## src/rtl/fetch_sequencer_if.sv

```systemverilog
// Fetch sequencer bus bundle: instruction-memory req/ack, decode hand-off,
// and the execute-stage redirect/halt controls.
//
// Handshakes:
//   imem_req/imem_ack: the sequencer raises imem_req with a stable imem_addr
//   and holds both until a cycle in which imem_ack is high. That cycle is the
//   transfer, and imem_rdata is valid only then. imem_ack is ignored while
//   imem_req is low.
//   inst_valid/dec_ready: Instruction_code and inst_pc stay stable while
//   inst_valid is high. A transfer occurs in any cycle with inst_valid and
//   dec_ready both high.
interface fetch_sequencer_if;
    logic        imem_req;
    logic [31:0] imem_addr;
    logic        imem_ack;
    logic [31:0] imem_rdata;
    logic        inst_valid;
    logic [31:0] Instruction_code;
    logic [31:0] inst_pc;
    logic        dec_ready;
    logic        redirect;
    logic [31:0] redirect_pc;
    logic        halt;

    // Sequencer side
    modport master (
        output imem_req, imem_addr, inst_valid, Instruction_code, inst_pc,
        input  imem_ack, imem_rdata, dec_ready, redirect, redirect_pc, halt
    );

    // Memory/decode/execute side
    modport slave (
        input  imem_req, imem_addr, inst_valid, Instruction_code, inst_pc,
        output imem_ack, imem_rdata, dec_ready, redirect, redirect_pc, halt
    );
endinterface

```

## src/rtl/fetch_sequencer.sv

```systemverilog
// Instruction fetch sequencer. It owns the PC, issues word requests to
// instruction memory, and holds each returned word until decode accepts it.
// Redirects from execute may arrive at any time, including while a request
// is outstanding.
// Optional macro FETCH_PERF_CNT_EN adds the saturating perf_fetched and
// perf_stall counters.
module fetch_sequencer #(
    parameter logic [31:0] RESET_PC  = 32'h0000_0000,
    parameter logic [31:0] MEM_BYTES = 32'd36
) (
    input  logic                     clk,
    input  logic                     reset,
    fetch_sequencer_if.master        bus,
    output logic [1:0]               o_dbg_state
`ifdef FETCH_PERF_CNT_EN
    ,
    output logic [31:0]              perf_fetched,
    output logic [31:0]              perf_stall
`endif
);

    localparam logic [1:0] S_IDLE  = 2'd0;
    localparam logic [1:0] S_FETCH = 2'd1;
    localparam logic [1:0] S_VALID = 2'd2;
    localparam logic [1:0] S_FLUSH = 2'd3;

    logic [1:0]  r_state;
    logic [31:0] r_pc;
    logic [31:0] r_pend_pc;
    logic        r_inst_valid;
    logic [31:0] r_inst_code;
    logic [31:0] r_inst_pc;

    logic [31:0] w_target;
    logic [31:0] w_pc_plus4;
    logic [31:0] w_next_pc;
    logic        w_xfer;

    // Redirect targets are forced word-aligned. The sequential successor
    // wraps to RESET_PC once it would reach the end of memory.
    assign w_target   = bus.redirect_pc & ~32'h3;
    assign w_pc_plus4 = r_pc + 32'd4;
    assign w_next_pc  = (w_pc_plus4 >= MEM_BYTES) ? RESET_PC : w_pc_plus4;
    assign w_xfer     = r_inst_valid && bus.dec_ready;

    // In FLUSH the request keeps the old address until memory acknowledges it.
    assign bus.imem_req         = (r_state == S_FETCH) || (r_state == S_FLUSH);
    assign bus.imem_addr        = r_pc;
    assign bus.inst_valid       = r_inst_valid;
    assign bus.Instruction_code = r_inst_code;
    assign bus.inst_pc          = r_inst_pc;
    assign o_dbg_state          = r_state;

    // Fetch state machine: PC, pending redirect target and held instruction
    always_ff @(posedge clk) begin
        if (reset) begin
            r_state      <= S_IDLE;
            r_pc         <= RESET_PC;
            r_pend_pc    <= RESET_PC;
            r_inst_valid <= 1'b0;
            r_inst_code  <= 32'h0;
            r_inst_pc    <= 32'h0;
        end else begin
            case (r_state)
                S_IDLE: begin
                    if (bus.redirect) begin
                        r_pc    <= w_target;
                        r_state <= S_FETCH;
                    end else if (!bus.halt) begin
                        r_state <= S_FETCH;
                    end
                end
                S_FETCH: begin
                    if (bus.imem_ack) begin
                        if (bus.redirect) begin
                            // Returned word is stale. Restart at the target next cycle.
                            r_pc <= w_target;
                        end else begin
                            r_inst_code  <= bus.imem_rdata;
                            r_inst_pc    <= r_pc;
                            r_inst_valid <= 1'b1;
                            r_state      <= S_VALID;
                        end
                    end else if (bus.redirect) begin
                        // The address must stay stable until ack, so park the target.
                        r_pend_pc <= w_target;
                        r_state   <= S_FLUSH;
                    end
                end
                S_FLUSH: begin
                    if (bus.imem_ack) begin
                        r_pc    <= bus.redirect ? w_target : r_pend_pc;
                        r_state <= bus.halt ? S_IDLE : S_FETCH;
                    end else if (bus.redirect) begin
                        r_pend_pc <= w_target;
                    end
                end
                default: begin
                    // S_VALID: r_pc still equals the held instruction's address.
                    if (bus.redirect) begin
                        r_inst_valid <= 1'b0;
                        r_pc         <= w_target;
                        r_state      <= S_FETCH;
                    end else if (bus.dec_ready) begin
                        r_inst_valid <= 1'b0;
                        r_pc         <= w_next_pc;
                        r_state      <= bus.halt ? S_IDLE : S_FETCH;
                    end
                end
            endcase
        end
    end

`ifdef FETCH_PERF_CNT_EN
    logic [31:0] r_perf_fetched;
    logic [31:0] r_perf_stall;

    // Saturating transfer and decode-stall counters
    always_ff @(posedge clk) begin
        if (reset) begin
            r_perf_fetched <= 32'h0;
            r_perf_stall   <= 32'h0;
        end else begin
            if (w_xfer && (r_perf_fetched != 32'hFFFF_FFFF)) begin
                r_perf_fetched <= r_perf_fetched + 32'd1;
            end
            if (r_inst_valid && !bus.dec_ready && (r_perf_stall != 32'hFFFF_FFFF)) begin
                r_perf_stall <= r_perf_stall + 32'd1;
            end
        end
    end

    assign perf_fetched = r_perf_fetched;
    assign perf_stall   = r_perf_stall;
`else
    logic w_unused_xfer;
    assign w_unused_xfer = w_xfer;
`endif

endmodule

```

## src/flat_wrapper.sv

```systemverilog
// flat-port wrapper written by rule: the top's interface ports become plain ports
module fetch_sequencer_flat 
#(
    parameter logic [31:0] RESET_PC  = 32'h0000_0000,
    parameter logic [31:0] MEM_BYTES = 32'd36
)
  (clk, reset, o_dbg_state, bus_imem_req, bus_imem_addr, bus_inst_valid, bus_Instruction_code, bus_inst_pc, bus_imem_ack, bus_imem_rdata, bus_dec_ready, bus_redirect, bus_redirect_pc, bus_halt);
  fetch_sequencer_if bus_i ();
  input  logic clk;
  input  logic reset;
  output logic [1:0] o_dbg_state;
  output wire logic [$bits(bus_i.imem_req)-1:0] bus_imem_req;
  output wire logic [$bits(bus_i.imem_addr)-1:0] bus_imem_addr;
  output wire logic [$bits(bus_i.inst_valid)-1:0] bus_inst_valid;
  output wire logic [$bits(bus_i.Instruction_code)-1:0] bus_Instruction_code;
  output wire logic [$bits(bus_i.inst_pc)-1:0] bus_inst_pc;
  input wire logic [$bits(bus_i.imem_ack)-1:0] bus_imem_ack;
  input wire logic [$bits(bus_i.imem_rdata)-1:0] bus_imem_rdata;
  input wire logic [$bits(bus_i.dec_ready)-1:0] bus_dec_ready;
  input wire logic [$bits(bus_i.redirect)-1:0] bus_redirect;
  input wire logic [$bits(bus_i.redirect_pc)-1:0] bus_redirect_pc;
  input wire logic [$bits(bus_i.halt)-1:0] bus_halt;
  assign bus_imem_req = bus_i.imem_req;
  assign bus_imem_addr = bus_i.imem_addr;
  assign bus_inst_valid = bus_i.inst_valid;
  assign bus_Instruction_code = bus_i.Instruction_code;
  assign bus_inst_pc = bus_i.inst_pc;
  assign bus_i.imem_ack = bus_imem_ack;
  assign bus_i.imem_rdata = bus_imem_rdata;
  assign bus_i.dec_ready = bus_dec_ready;
  assign bus_i.redirect = bus_redirect;
  assign bus_i.redirect_pc = bus_redirect_pc;
  assign bus_i.halt = bus_halt;
  fetch_sequencer #(.RESET_PC(RESET_PC), .MEM_BYTES(MEM_BYTES)) u_core (.clk(clk), .reset(reset), .bus(bus_i), .o_dbg_state(o_dbg_state));
endmodule
```

## config.mk

```make
export PLATFORM = sky130hd
export DESIGN_NAME = fetch_sequencer_flat
export DESIGN_NICKNAME = d
export VERILOG_FILES = /design/src/rtl/fetch_sequencer_if.sv /design/src/rtl/fetch_sequencer.sv /design/src/flat_wrapper.sv
export SDC_FILE = /design/constraint.sdc
export NUM_CORES = 1
export LEC_CHECK = 0
export CAP_MARGIN = 20
export CORE_ASPECT_RATIO = 1.2
export CORE_MARGIN = 3
export CORE_UTILIZATION = 25
export CTS_CLUSTER_SIZE = 25
export DETAILED_ROUTE_END_ITERATION = 10
export REMOVE_ABC_BUFFERS = 1
export SYNTH_ARGS = -nofsm -noshare
export SYNTH_HDL_FRONTEND = slang
export SYNTH_SLANG_ARGS = --single-unit
```

## constraint.sdc

```tcl
create_clock -name clk -period 4.2 [get_ports clk]
set_input_delay 0.42 -clock clk [delete_from_list [all_inputs] [get_ports clk]]
set_output_delay 0.42 -clock clk [all_outputs]
set_load 0.05 [all_outputs]
```

==> insert_results.sql, run 1 <==
INSERT INTO impl_metrics (metric_group, metric, value, unit) VALUES
('status', 'run_status', 'finished, final reports clean', ''),
('die', 'pin_count', '170', ''),
('pwr', 'power_density', '683', 'mW/mm2'),
('setup_path', 'cp_cell_sequence', 'inv_1, ha_1, nor3b_1, or4b_1, a21oi_1, o2111ai_1, nor4b_2, a31oi_1, a2111oi_2', ''),
('routing', 'totalWireLength', '17.9', 'mm'),
('clock_tree', 'clk_path_buf_depth', '2', ''),
('global_routing', 'grt_first_pass_wirelength', '27.7', 'mm'),
('setup_path', 'worst-endpoint-required', '4.52', 'ns'),
('placement', 'last_weighted_congestion_value_of_the_routability_driven_placer', '0.811', ''),
('final_layout', 'layout_cell_share_with_drive_strength_beyond_1', '0.0645', ''),
('final_layout', 'area_growth_syn_to_layout', '42.7', '%'),
('clock_tree', 'cts_made_buffers', '17', ''),
('synth', 'synth_top_cells_by_area', 'dfxtp_1 (46%), nand2_1 (13%), a21oi_1 (8.6%)', ''),
('setup_path', 'terminus_of_the_critical_flop_to_flop_path', 'u_core.bus.imem_addr[3]', ''),
('clock_tree', 'clock_sinks', '131', ''),
('clock_tree', 'clock_slew_at_reported_path_ffs', '0.06', 'ns'),
('routing', 'detailroute.wirelength.met3', '698', 'um'),
('die', 'design.die.area', '0.0249', 'mm2'),
('setup_path', 'critical-path-max-stage-delay', '0.59', 'ns'),
('placement', 'detailed_place.area', '0.00760', 'mm2'),
('min_path', 'hold_path_startpoint', 'reset', ''),
('min_path', 'hold_path_depth', '2', ''),
('global_routing', 'grt_overflow_total', '0', ''),
('global_routing', 'grt_max_degree', '47', ''),
('global_routing', 'track_usage', '0.142', ''),
('timing', 'number_of_setup_violations_in_the_final_report', '0', ''),
('synth', 'area_of_the_mapped_netlist', '0.00576', 'mm2'),
('synth', 'average_cell_area_after_synthesis', '7.90', 'um2'),
('clock_tree', 'clock_tree_from_tritoncts', 'done', ''),
('setup_path', 'worst_ep_arrival_time', '3.26', 'ns'),
('routing', 'routedLengthMet1', '7.87', 'mm'),
('placement', 'io_buffers', '167', ''),
('clock_tree', 'cts_root_buffer', 'clkbuf_16', ''),
('synth', 'proportion_of_synthesized_chip_area_in_sequential_cells', '0.456', ''),
('timing', 'max_freq', '0.339', 'GHz'),
('global_routing', 'antenna_found_initial', '0', ''),
('pwr', 'highest_ir_drop_seen_on_vdd', '262', 'uV'),
('run', 'drv.max_cap_violation_count', '0', ''),
('clock_tree', 'cts.repair.resized', '0', ''),
('routing', 'drtAntennaViolNets', '0', ''),
('timing', 'worst_clock_skew', '0.00679', 'ns'),
('final_layout', 'finish.utilization', '0.365', ''),
('setup_path', 'reg2reg_slack', '1.25', 'ns'),
('clock_tree', 'cts-hold-fix-buffers', '0', ''),
('min_path', 'hp-class', 'input pin to flip-flop', ''),
('final_layout', 'finish.instance_area', '0.00822', 'mm2'),
('die', 'row_count', '60', ''),
('final_layout', 'fill_cells', '2333', ''),
('min_path', 'hold_end', 'u_core.r_pend_pc[26]', ''),
('timing', 'fin_tns_setup', '0', 'ns'),
('routing', 'drt_pre_antenna_iters', '4', ''),
('synth', 'synthArstFlopShare', '0', ''),
('synth', 'ys.warnings.count', '0', ''),
('setup_path', 'crit-reg2reg-launch', 'u_core.bus.imem_addr[2]', ''),
('clock_tree', 'worstSkewPairLatency', '0.42', 'ns'),
('timing', 'worst_slack', '1.25', 'ns'),
('die', 'start_util', '0.256', ''),
('routing', 'top_signal_layer_used', 'met4', ''),
('synth', 'postSynth.topFlopCell', 'dfxtp_1', ''),
('timing', 'slew_violations', '0', ''),
('synth', 'synthMostInstantiatedCell', 'nand2_1', ''),
('final_layout', 'final_net_count', '949', ''),
('timing', 'rsz0062_at_grt', 'false', ''),
('synth', 'synth_enable_flop_cells', '0', ''),
('setup_path', 'path_max_fanout', '10', ''),
('clock_tree', 'ctsHtreeMaxLevel', '4', ''),
('timing', 'period_share', '0.701', ''),
('global_routing', 'vias_in_the_first_global_route', '5129', ''),
('timing', 'report.final.hold_viol_count', '0', ''),
('synth', 'synth.distinct_cells', '60', ''),
('routing', 'wl_per_cell', '15.4', 'um');
## per-stage QoR
stage          instances  hold slack, ns  power, uW
3_3_place_gp        1132           0.440       4080
5_1_grt             1163           0.443       5930
2_1_floorplan        675           0.430       3230
4_1_cts             1163           0.412       5680
6_report            1163           0.436       5610
3_5_place_dp        1132           0.446       4100
## power by group
part | switching (uW) | total, uW | internal, uW | leakage [uW]
Clock | 542 | 1560 | 1020 | 0.000296
Combinational | 1420 | 2220 | 800 | 0.00145
Sequential | 371 | 1830 | 1450 | 0.00107
## kinds of logic (layout without fill, tap and decap cells)
group	count (synthesis)	count (layout)	share of synthesized area
simple gates	347	347	0.267
flops	131	131	0.456
compound gates	173	173	0.194
fa+ha+maj	7	7	0.0152
buf+inv	62	217	0.0533
xor+xnor	6	6	0.00913
mux	3	3	0.00522
## worst max-delay path, delay by kind of cell (launching register included)
kind	cells	cell delay, ns
AO/OA/AOI/OAI	4	0.84
AND/OR/NAND/NOR	3	1.24
buffers and inverters	1	0.08
flip-flops	1	0.50
adder cells (fa/ha/maj)	1	0.19
## flip-flops by register name, summed over array words and instances, names as in the netlist
signal	flops
u_core.bus.Instruction_code	32
u_core.bus.imem_addr	32
u_core.bus.inst_pc	32
u_core.bus.inst_valid	1
u_core.o_dbg_state	2
u_core.r_pend_pc	32
## cells in the final DEF (no fill, tap or decap), types with 8 or more instances in the layout
cell type / count
dfxtp_1: 131
nand3_1: 17
a21oi_1: 99
and3_1: 8
clkdlybuf4s50_1: 166
clkbuf_16: 17
nor3_1: 38
nand2_1: 206
buf_4: 12
a221oi_1: 30
nor2_1: 38
## layout make-up
class / count / area (um2) / share of cell area
Inverter: 8 / 30.0 / 0.00366
Multi-Input combinational cell: 536 / 2840 / 0.346
Clock buffer: 22 / 464 / 0.0565
Clock inverter: 9 / 154 / 0.0187
Timing Repair Buffer: 178 / 1750 / 0.213
Tap cell: 279 / 349 / 0.0425
Sequential cell: 131 / 2620 / 0.319
## routing by layer
layer,global-route usage,vias to the layer above
met2,0.240,119
met5,0,-
li1,-,2845
met3,0.0307,29
met4,0.0653,0
met1,0.171,2577
## worst max-delay path by stage
| stage | start | depth (start not counted) | to |
|---|---|---|---|
| 2_1_floorplan | u_core.o_dbg_state[1] | 8 | u_core.bus.imem_addr[4] |
| 3_5_place_dp | bus_redirect | 6 | u_core.bus.Instruction_code[27] |
| 3_3_place_gp | bus_redirect | 6 | u_core.bus.inst_pc[13] |
| 5_1_grt | u_core.bus.imem_addr[2] | 8 | u_core.bus.imem_addr[3] |
| 4_1_cts | u_core.bus.imem_addr[2] | 9 | u_core.bus.imem_addr[3] |
| 6_report | u_core.bus.imem_addr[2] | 9 | u_core.bus.imem_addr[3] |
(Power assumes the default switching activity.)
==> run 2, diff against run 1 <==
- clock period: 4.2 -> 2.9 ns (I/O delays scaled with it)
==> run 2 against run 1 <==
Total power up 44%. Setup slack got worse by 1.0 ns. Hold slack worse by 0.19 ns. Global-route usage rose by 0.30 points. Routed wire length grew 0.91%. Die area unchanged. Register-to-register slack worse by 1.0 ns. Clock power is 33% higher.
==> insert_results.sql, run 2 (synthesis results as in run 1) <==
INSERT INTO impl_metrics (metric_group, metric, value, unit) VALUES
('timing', 'worst_clock_skew', '0.0107', 'ns'),
('setup_path', 'kind_of_end_point_of_the_critical_path', 'flip-flop', ''),
('final_layout', 'layout.cells.most_common', 'nand2_1', ''),
('pwr', 'seqPwrFrac', '0.309', ''),
('timing', 'rsz0062_at_grt', 'false', ''),
('clock_tree', 'worstSkewPairLatency', '0.41', 'ns'),
('pwr', 'clock_power_share', '0.256', ''),
('global_routing', 'grt_overflow_total', '0', ''),
('pwr', 'switching_share', '0.425', ''),
('timing', 'max_freq', '0.377', 'GHz'),
('min_path', 'hp-class', 'input pin to flip-flop', ''),
('timing', 'max_slew_margin', '0.438', ''),
('routing', 'vias', '5637', ''),
('die', 'die_height', '172', 'um'),
('global_routing', 'track_usage', '0.145', ''),
('setup_path', 'critical-path-max-stage-delay', '0.51', 'ns'),
('clock_tree', 'clock_sinks', '131', ''),
('global_routing', 'vias_in_the_first_global_route', '5286', ''),
('pwr', 'power_frac_comb', '0.434', ''),
('clock_tree', 'clock_tree_from_tritoncts', 'done', ''),
('pwr', 'power_leakage', '0.00287', 'uW'),
('die', 'die-width', '145', 'um'),
('routing', 'drt_iter0_markers', '333', ''),
('global_routing', 'grt_max_degree', '75', ''),
('clock_tree', 'count_of_buffers_added_by_post_cts_timing_repair_for_setup', '0', ''),
('timing', 'report.final.hold_viol_count', '0', ''),
('global_routing', 'antenna_found_initial', '0', ''),
('final_layout', 'finish.utilization', '0.369', ''),
('final_layout', 'final_net_count', '962', ''),
('global_routing', 'grt_first_pass_wirelength', '28.4', 'mm'),
('routing', 'wl_per_cell', '15.4', 'um'),
('setup_path', 'cp_cell_sequence', 'ha_1, nor2b_1, or4b_1, a21oi_1, o2111ai_1, nor4b_4, a31oi_1, a2111oi_2', ''),
('die', 'start_util', '0.256', ''),
('final_layout', 'fill_cells', '2367', ''),
('final_layout', 'antenna_cells_inserted', '0', ''),
('pwr', 'power.net_switching', '3440', 'uW'),
('routing', 'drt_pre_antenna_iters', '5', ''),
('final_layout', 'area.sequential', '0.00262', 'mm2'),
('status', 'run_status', 'finished, final reports clean', ''),
('die', 'design.die.area', '0.0249', 'mm2'),
('die', 'row_count', '60', ''),
('clock_tree', 'cts-hold-fix-buffers', '0', ''),
('clock_tree', 'ctsHtreeMaxLevel', '4', ''),
('clock_tree', 'clock_slew_at_reported_path_ffs', '0.06', 'ns'),
('routing', 'totalWireLength', '18.1', 'mm'),
('final_layout', 'area_growth_syn_to_layout', '44.3', '%'),
('final_layout', 'layout_cell_share_with_drive_strength_beyond_1', '0.0802', ''),
('placement', 'last_weighted_congestion_value_of_the_routability_driven_placer', '0.830', ''),
('placement', 'io_buffers', '167', ''),
('timing', 'final.min_clock_period', '2.65', 'ns'),
('setup_path', 'cp.buffers_inverters', '0', ''),
('clock_tree', 'cts_made_buffers', '17', ''),
('routing', 'drt_drc_violations_left', '0', ''),
('pwr', 'internal_power', '4640', 'uW'),
('pwr', 'power_density', '973', 'mW/mm2'),
('setup_path', 'path_max_fanout', '6', ''),
('timing', 'slew_violations', '0', ''),
('final_layout', 'layout_common_cells', 'nand2_1 (206), clkdlybuf4s50_1 (166), dfxtp_1 (131), a21oi_1 (99)', ''),
('timing', 'whs', '0.249', 'ns'),
('timing', 'period_share', '0.915', ''),
('run', 'drv.max_cap_violation_count', '0', ''),
('setup_path', 'worst-endpoint-required', '3.22', 'ns'),
('setup_path', 'path_delay_family', 'simple AND/OR/NAND/NOR gates', ''),
('routing', 'drtAntennaViolNets', '0', ''),
('clock_tree', 'cts_root_buffer', 'clkbuf_16', ''),
('setup_path', 'worst_ep_arrival_time', '2.97', 'ns'),
('placement', 'detailed_placement_hpwl', '12.8', 'mm'),
('pwr', 'highest_ir_drop_seen_on_vdd', '325', 'uV'),
('final_layout', 'multi_input_comb_area', '0.00285', 'mm2'),
('clock_tree', 'clk_path_buf_depth', '2', ''),
('die', 'pin_count', '170', ''),
('setup_path', 'cp-start-kind', 'flip-flop', ''),
('timing', 'number_of_setup_violations_in_the_final_report', '0', ''),
('setup_path', 'critical_path.slowest_cell', 'or4b_1', ''),
('setup_path', 'timing.setup.critical_path_class', 'flip-flop to flip-flop', ''),
('timing', 'timing_worst_slew_pin_value', '0.843', 'ns'),
('die', 'coreArea', '0.0225', 'mm2'),
('routing', 'post_detailed_route_via_to_cell_ratio', '4.79', '');
[run 2: layout make-up]
cell class	count	share of cell area
repair buffers	191	0.227
inverters	8	0.00362
well taps	279	0.0420
clock buffers	20	0.0526
flip-flops and latches	131	0.316
multi-input cells	536	0.343
clock inverters	12	0.0161
[run 2: final timing paths]
path	startpoint	end	slack, ns	cells past startpoint
worst max-delay path	u_core.bus.imem_addr[2]	u_core.bus.imem_addr[3]	0.25	8
worst min-delay path	reset	u_core.bus.inst_valid	0.25	2
worst max register to register	u_core.bus.imem_addr[2]	u_core.bus.imem_addr[3]	0.25	8
worst min register to register	u_core.bus.Instruction_code[19]	u_core.bus.Instruction_code[19]	0.45	2
[run 2: worst reg2reg max path, delay by kind of cell (launching register included)]
| kind | cells | cell delay, ns |
|---|---|---|
| AND/OR/NAND/NOR | 3 | 1.10 |
| adder cells (fa/ha/maj) | 1 | 0.28 |
| flip-flops | 1 | 0.34 |
| AO/OA/AOI/OAI | 4 | 0.84 |
[run 2: repair_timing]
| action | CTS | global route |
|---|---|---|
| endpoints found under the setup margin | 0 | 4 |
| hold endpoints to repair | 0 | 0 |
| resized for setup | 0 | 2 |
[run 2: per-stage QoR]
stage                     total power (uW)  cells  TNS, ns  worst slack [ns]  instance area (um2)
after detailed placement              6060   1145        0             0.163                 7720
final                                 8080   1177        0             0.247                 8310
after CTS                             8160   1177        0             0.147                 8300
after floorplan                       4670    675   -0.151           -0.0936                 5480
after global placement                6050   1145        0             0.251                 7720
after global routing                  8570   1177        0            0.0381                 8310
[run 2: routing by layer]
layer	wire length (um)	GRT usage	part of all wire	vias to the layer above
li1	-	-	-	2866
met1	7640	0.176	0.42	2591
met2	9070	0.243	0.50	154
met3	968	0.0390	0.053	26
met4	426	0.0560	0.024	0
met5	0	0	0	-
[run 2: power groups by stage]
| stage | clock network, uW | logic [uW] | registers [uW] |
|---|---|---|---|
| after detailed placement | 0 | 3520 | 2540 |
| after global routing | 2200 | 3800 | 2570 |
| after floorplan | 0 | 1290 | 3390 |
| after global placement | 0 | 3520 | 2530 |
| after CTS | 2130 | 3530 | 2510 |
| final | 2070 | 3510 | 2500 |
==> run 3, diff against run 2 <==
- ABC_CLOCK_PERIOD_IN_PS: default -> 2900
==> results of run 3 <==
No change in the layout: final DEF, timing and power equal those of run 2.
